## config.mk

```make
export PLATFORM = sky130hd
export DESIGN_NAME = rotor_step_ctrl_flat
export DESIGN_NICKNAME = d
export VERILOG_FILES = /design/src/rtl/rotor_step_ctrl_if.sv /design/src/rtl/rotor_step_ctrl.sv /design/src/flat_wrapper.sv
export SDC_FILE = /design/constraint.sdc
export NUM_CORES = 1
export LEC_CHECK = 0
export CAP_MARGIN = 20
export CORE_MARGIN = 1
export CORE_UTILIZATION = 56
export CTS_CLUSTER_DIAMETER = 120
export CTS_CLUSTER_SIZE = 20
export DETAILED_ROUTE_END_ITERATION = 6
export DONT_BUFFER_PORTS = 1
export PLACE_DENSITY = 0.74
export SLEW_MARGIN = 30
export SYNTH_ARGS = -nofsm -noshare
export SYNTH_HDL_FRONTEND = slang
export SYNTH_SLANG_ARGS = --single-unit
```

## constraint.sdc

```tcl
create_clock -name clk -period 1.82 [get_ports clk]
set_input_delay 0.364 -clock clk [delete_from_list [all_inputs] [get_ports clk]]
set_output_delay 0.364 -clock clk [all_outputs]
set_load 0.02 [all_outputs]
```

## src/rtl/rotor_step_ctrl_if.sv

```systemverilog
// Handshake, configuration and datapath signals of the rotor stepping controller.
// The controller uses the slave view; the producer/consumer/datapath side uses master.
interface rotor_step_ctrl_if;
  logic       load;
  logic [5:0] load_r0;
  logic [5:0] load_r1;
  logic [5:0] load_r2;
  logic       in_valid;
  logic       in_ready;
  logic [5:0] in_char;
  logic       out_valid;
  logic       out_ready;
  logic [5:0] out_char;
  logic [5:0] dp_in;
  logic [5:0] dp_r0_pos;
  logic [5:0] dp_r1_pos;
  logic [5:0] dp_r2_pos;
  logic [5:0] dp_out;
  logic       busy;

  modport slave (
    input  load, load_r0, load_r1, load_r2, in_valid, in_char, out_ready, dp_out,
    output in_ready, out_valid, out_char, dp_in, dp_r0_pos, dp_r1_pos, dp_r2_pos, busy
  );

  modport master (
    output load, load_r0, load_r1, load_r2, in_valid, in_char, out_ready, dp_out,
    input  in_ready, out_valid, out_char, dp_in, dp_r0_pos, dp_r1_pos, dp_r2_pos, busy
  );
endinterface

```

## src/rtl/rotor_step_ctrl.sv

```systemverilog
// Three-rotor stepping sequencer: accepts a character, steps rotors with the
// odometer/double-step rule, waits for the datapath to settle, returns its result.
module rotor_step_ctrl #(
  parameter int ALPHABET = 26,
  parameter int NOTCH0   = 21,
  parameter int NOTCH1   = 4,
  parameter int DP_LAT   = 1
) (
  input logic              clk,
  input logic              rst_n,
  rotor_step_ctrl_if.slave bus
);

  localparam int              CW       = (DP_LAT > 1) ? $clog2(DP_LAT) : 1;
  localparam logic [6:0]      ALPHA    = 7'(ALPHABET);
  localparam logic [5:0]      LAST     = 6'(ALPHABET - 1);
  localparam logic [5:0]      N0       = 6'(NOTCH0);
  localparam logic [5:0]      N1       = 6'(NOTCH1);
  localparam logic [CW-1:0]   CNT_INIT = CW'(DP_LAT - 1);

  typedef enum logic [1:0] {IDLE, STEP, WAIT, OUT} state_t;

  state_t        state, state_nx;
  logic [CW-1:0] cnt;
  logic [5:0]    r0, r1, r2;
  logic [5:0]    dp_in_q, out_char_q;

  function automatic logic [5:0] wrap_inc(input logic [5:0] p);
    return (p == LAST) ? '0 : p + 6'd1;
  endfunction

  function automatic logic [5:0] clamp(input logic [5:0] v);
    return ({1'b0, v} >= ALPHA) ? '0 : v;
  endfunction

  always_ff @(posedge clk or negedge rst_n) begin
    if (!rst_n) state <= IDLE;
    else        state <= state_nx;
  end

  always_comb begin
    state_nx     = state;
    bus.in_ready  = 1'b0;
    bus.out_valid = 1'b0;
    bus.busy      = (state != IDLE);
    case (state)
      IDLE: begin
        bus.in_ready = !bus.load;
        if (!bus.load && bus.in_valid) state_nx = STEP;
      end
      STEP: state_nx = WAIT;
      WAIT: if (cnt == '0) state_nx = OUT;
      OUT: begin
        bus.out_valid = 1'b1;
        if (bus.out_ready) state_nx = IDLE;
      end
      default: state_nx = IDLE;
    endcase
  end

  always_ff @(posedge clk or negedge rst_n) begin
    if (!rst_n) begin
      r0         <= '0;
      r1         <= '0;
      r2         <= '0;
      dp_in_q    <= '0;
      out_char_q <= '0;
      cnt        <= '0;
    end else begin
      case (state)
        IDLE: begin
          if (bus.load) begin
            r0 <= clamp(bus.load_r0);
            r1 <= clamp(bus.load_r1);
            r2 <= clamp(bus.load_r2);
          end else if (bus.in_valid) begin
            dp_in_q <= bus.in_char;
          end
        end
        STEP: begin
          // All three decisions use pre-step positions; r1 at its own notch
          // advances again (double step) and carries into r2.
          r0 <= wrap_inc(r0);
          if (r0 == N0 || r1 == N1) r1 <= wrap_inc(r1);
          if (r1 == N1)             r2 <= wrap_inc(r2);
          cnt <= CNT_INIT;
        end
        WAIT: begin
          if (cnt == '0) out_char_q <= bus.dp_out;
          else           cnt        <= cnt - CW'(1);
        end
        default: ;
      endcase
    end
  end

  assign bus.dp_in     = dp_in_q;
  assign bus.dp_r0_pos = r0;
  assign bus.dp_r1_pos = r1;
  assign bus.dp_r2_pos = r2;
  assign bus.out_char  = out_char_q;

endmodule

```

## src/flat_wrapper.sv

```systemverilog
// flat-port wrapper written by rule: the top's interface ports become plain ports
module rotor_step_ctrl_flat 
#(
  parameter int ALPHABET = 26,
  parameter int NOTCH0   = 21,
  parameter int NOTCH1   = 4,
  parameter int DP_LAT   = 1
)
  (clk, rst_n, bus_load, bus_load_r0, bus_load_r1, bus_load_r2, bus_in_valid, bus_in_char, bus_out_ready, bus_dp_out, bus_in_ready, bus_out_valid, bus_out_char, bus_dp_in, bus_dp_r0_pos, bus_dp_r1_pos, bus_dp_r2_pos, bus_busy);
  rotor_step_ctrl_if bus_i ();
  input logic clk;
  input logic rst_n;
  input wire logic [$bits(bus_i.load)-1:0] bus_load;
  input wire logic [$bits(bus_i.load_r0)-1:0] bus_load_r0;
  input wire logic [$bits(bus_i.load_r1)-1:0] bus_load_r1;
  input wire logic [$bits(bus_i.load_r2)-1:0] bus_load_r2;
  input wire logic [$bits(bus_i.in_valid)-1:0] bus_in_valid;
  input wire logic [$bits(bus_i.in_char)-1:0] bus_in_char;
  input wire logic [$bits(bus_i.out_ready)-1:0] bus_out_ready;
  input wire logic [$bits(bus_i.dp_out)-1:0] bus_dp_out;
  output wire logic [$bits(bus_i.in_ready)-1:0] bus_in_ready;
  output wire logic [$bits(bus_i.out_valid)-1:0] bus_out_valid;
  output wire logic [$bits(bus_i.out_char)-1:0] bus_out_char;
  output wire logic [$bits(bus_i.dp_in)-1:0] bus_dp_in;
  output wire logic [$bits(bus_i.dp_r0_pos)-1:0] bus_dp_r0_pos;
  output wire logic [$bits(bus_i.dp_r1_pos)-1:0] bus_dp_r1_pos;
  output wire logic [$bits(bus_i.dp_r2_pos)-1:0] bus_dp_r2_pos;
  output wire logic [$bits(bus_i.busy)-1:0] bus_busy;
  assign bus_i.load = bus_load;
  assign bus_i.load_r0 = bus_load_r0;
  assign bus_i.load_r1 = bus_load_r1;
  assign bus_i.load_r2 = bus_load_r2;
  assign bus_i.in_valid = bus_in_valid;
  assign bus_i.in_char = bus_in_char;
  assign bus_i.out_ready = bus_out_ready;
  assign bus_i.dp_out = bus_dp_out;
  assign bus_in_ready = bus_i.in_ready;
  assign bus_out_valid = bus_i.out_valid;
  assign bus_out_char = bus_i.out_char;
  assign bus_dp_in = bus_i.dp_in;
  assign bus_dp_r0_pos = bus_i.dp_r0_pos;
  assign bus_dp_r1_pos = bus_i.dp_r1_pos;
  assign bus_dp_r2_pos = bus_i.dp_r2_pos;
  assign bus_busy = bus_i.busy;
  rotor_step_ctrl #(.ALPHABET(ALPHABET), .NOTCH0(NOTCH0), .NOTCH1(NOTCH1), .DP_LAT(DP_LAT)) u_core (.clk(clk), .rst_n(rst_n), .bus(bus_i));
endmodule
```

==> results of run 1 <==
## worst max-delay path, cell delays in order, from the launching register on
cell	delay, ns
dfrtp_1	0.44
inv_2	0.10
ha_4	0.16
inv_2	0.09
nor2_4	0.13
buf_6	0.13
## per-stage QoR
stage	area [µm²]	hold WS, ns	total power [mW]	utilization
final	2270	0.144	4.29	0.726
after global routing	2270	0.138	4.56	0.726
after CTS	2260	0.143	4.25	0.722
after detailed placement	2120	0.0690	3.58	0.678
after global placement	2120	0.0690	3.47	0.678
after floorplan	1880	0.0684	2.91	-
## cells in the final DEF, fill, tap and decap left out, types with 3 or more instances in the layout
cell	count
dfrtp_1	32
a22o_1	3
inv_1	9
nor3_1	5
nand2b_1	3
nand2_1	5
mux2_1	12
o21ai_1	3
clkbuf_4	5
nand3_1	7
o2bb2ai_1	9
ha_1	10
a21oi_1	7
a2bb2oi_1	3
nor3b_1	5
buf_4	25
inv_2	3
o21ai_0	3
nand4b_1	3
mux2i_1	3
nor2_1	3
o211ai_1	6
o211a_1	4
## final cells by class
type | instances | area (µm²) | area share
Inverter | 13 | 52.6 | 0.0232
Timing Repair Buffer | 29 | 240 | 0.106
Clock inverter | 1 | 30.0 | 0.0132
Clock buffer | 7 | 65.1 | 0.0287
Tap cell | 44 | 55.1 | 0.0243
Sequential cell | 32 | 801 | 0.353
Multi-Input combinational cell | 121 | 1030 | 0.452
## sequential cells by signal, indices dropped and copies added (netlist names)
signal / cells
u_core.bus.out_char: 6
u_core.bus.dp_in: 6
u_core.state: 2
u_core.bus.dp_r2_pos: 6
u_core.bus.dp_r0_pos: 6
u_core.bus.dp_r1_pos: 6
## power groups by stage
stage,logic [mW],registers (mW),clock network (mW)
after floorplan,1.30,1.60,0
after global routing,2.46,1.43,0.664
after global placement,2.09,1.38,0
final,2.28,1.39,0.626
after CTS,2.24,1.38,0.626
after detailed placement,2.18,1.40,0
## worst paths after layout
kind	endpoint	from	slack (ns)
max in group asynchronous	u_core.bus.dp_r1_pos[4]$_DFFE_PN0P_	rst_n	1.18
max reg2reg	u_core.bus.dp_r2_pos[0]$_DFFE_PN0P_	u_core.bus.dp_r2_pos[1]$_DFFE_PN0P_	0.12
min in group asynchronous	u_core.bus.dp_r2_pos[3]$_DFFE_PN0P_	rst_n	0.46
max	bus_in_ready	u_core.state[0]$_DFFE_PN0P_	0.05
min	u_core.bus.out_char[4]$_DFFE_PN0P_	bus_dp_out[4]	0.14
min reg2reg	u_core.bus.dp_r2_pos[1]$_DFFE_PN0P_	u_core.bus.dp_r2_pos[1]$_DFFE_PN0P_	0.59
## routing by layer
metal | wire length, µm | global-route usage | vias up
met5 | 0 | 0 | -
met4 | 106 | 0.140 | 0
met3 | 296 | 0.0671 | 10
met1 | 1680 | 0.271 | 737
met2 | 2290 | 0.470 | 64
li1 | - | - | 707
## kinds of logic after synthesis
kind of cell / count (synthesis)
AO/OA/AOI/OAI: 53
adder cells (fa/ha/maj): 11
buffers and inverters: 18
flip-flops: 32
multiplexers: 17
AND/OR/NAND/NOR: 40
## repair_timing
action,4_1_cts,5_1_grt
endpoints found under the setup margin,1,6
hold buffers,2,0
resized for setup,2,5
hold endpoints to repair,32,0
==> summary.txt, run 1 <==
Pin count of the biggest net entering global routing: 33
Max-slew violation count: 0
Synth area leaders: dfrtp_1 (43%), ha_1 (7.3%), mux2_1 (7.2%)
Root Buffer Master: clkbuf_4
Pre-CTS setup slack: 0.0621 ns
Final GP Congestion: 0.841
Total number of vias: 1518
Depth of the most critical reg-to-reg path: 6
Diodes inserted: 0
Worst Hold Depth: 1
DR iter-0 viols: 45
Mapped Avg Cell Area: 11.0 µm²
Status: complete, no violations
First-pass GRT wire length: 6760 µm
RSZ-0062 raised after global routing: no
Synth warn: 0
Via density: 6.15
Max clock buf depth: 2
Post-synth EDFFs: 0
VDD IR max: 778 µV
Worst Max-Slew Pin Slew: 0.371 ns
Core Box Area: 3130 µm²
Initial Utilization: 0.601
CTS tree: done
Max transition margin: 0.751
Finished Layout Cells: 247
Layout cells sized above 1: 0.251
Largest family of logic cells by synthesized area: compound AO/OA/AOI/OAI gates
Top FF cell, synth: dfrtp_1
Tot GR Track Use: 0.259
Total die area: 3590 µm²
Synth Area in XOR/XNOR: 0
Setup Skew: 0.0220 ns
Post-Synthesis Net Count: 217
Die width: 59.9 µm
Sequential area share after synthesis: 0.426
Row Count: 20
Initial antenna violation count: 0
Switch Pwr: 1.92 mW
Post-Synth Adder-Cell Area: 0.0732
Startpoint Class: flop
Final setup viols: 0
Number of I/O pins: 68
Most numerous cell in the Yosys netlist: dfrtp_1
Syn-to-layout area delta: 20.8%
Yosys cell types: 45
Post-synth top cells: dfrtp_1 (32), mux2_1 (12), ha_1 (11), inv_1 (11), o2bb2ai_1 (9)
Setup ws final: 0.0486 ns
Clock share of power: 0.146
Post-Synth Simple-Gate Area: 0.128
Switching share of total power: 0.448
Clock slew seen by the registers of the worst setup and hold paths: 0.11 ns
Synth Instances: 171
Pwr dens: 1890 nW/µm²
Crit end category: output pin
Chip height: 59.9 µm
Post-synthesis compound-gate area fraction: 0.232
Max-cap violations: 0
Total CTS buffers: 5
Arrival @ worst endpoint: 1.41 ns
GRT overflow: 0
WL per Instance: 17.7 µm
Comb power frac: 0.531
DRT Pass-1 Iters: 4
Post-CTS Setup Repair Bufs: 0
Final period utilization: 0.973
CP required: 1.46 ns
Endpoints failing hold: 0
Number of placed cells counting well taps: 237
Lkg Pwr: 1.02 nW
Critical Path Fanout Max: 4
Fin nets: 248
H-tree levels: 2
#FFs+latches synth: 32
Int Power: 2.37 mW
Final wirelength: 4370 µm
Top-area cell type share of the netlist area: 0.426
# fillers: 236
WS Path Type: reg2out
Min cycle time layout: 1.77 ns
DRC viols: 0
Vias in the first global route: 1570
Post-synth top area cell: dfrtp_1
Final ANT Viol Nets: 0
FMAX: 565 MHz
Multiplexer share of the synthesized area: 0.102
Clock latency at the later pin of the worst-skew pair: 0.35 ns
Hold crit path type: in2reg
Setup TNS: 0 ns
Sink Count: 32
Port Buf Inserts: 0
DP HPWL: 3250 µm
Post-synth ARST share: 1.00
Synthesized cell area: 1880 µm²
Seq pwr share: 0.323
No activity file was read; power rests on OpenSTA's default activity.
==> inputs of run 2 (changes only) <==
SKIP_LAST_GASP = 1   (was unset)
==> results of run 2 <==
No change in the layout: final DEF, timing and power equal those of run 1.
==> inputs of run 3 (changes only) <==
CTS_CLUSTER_SIZE = 10   (was 20)
==> results of run 3 <==
No change in the layout: final DEF, timing and power equal those of run 1.
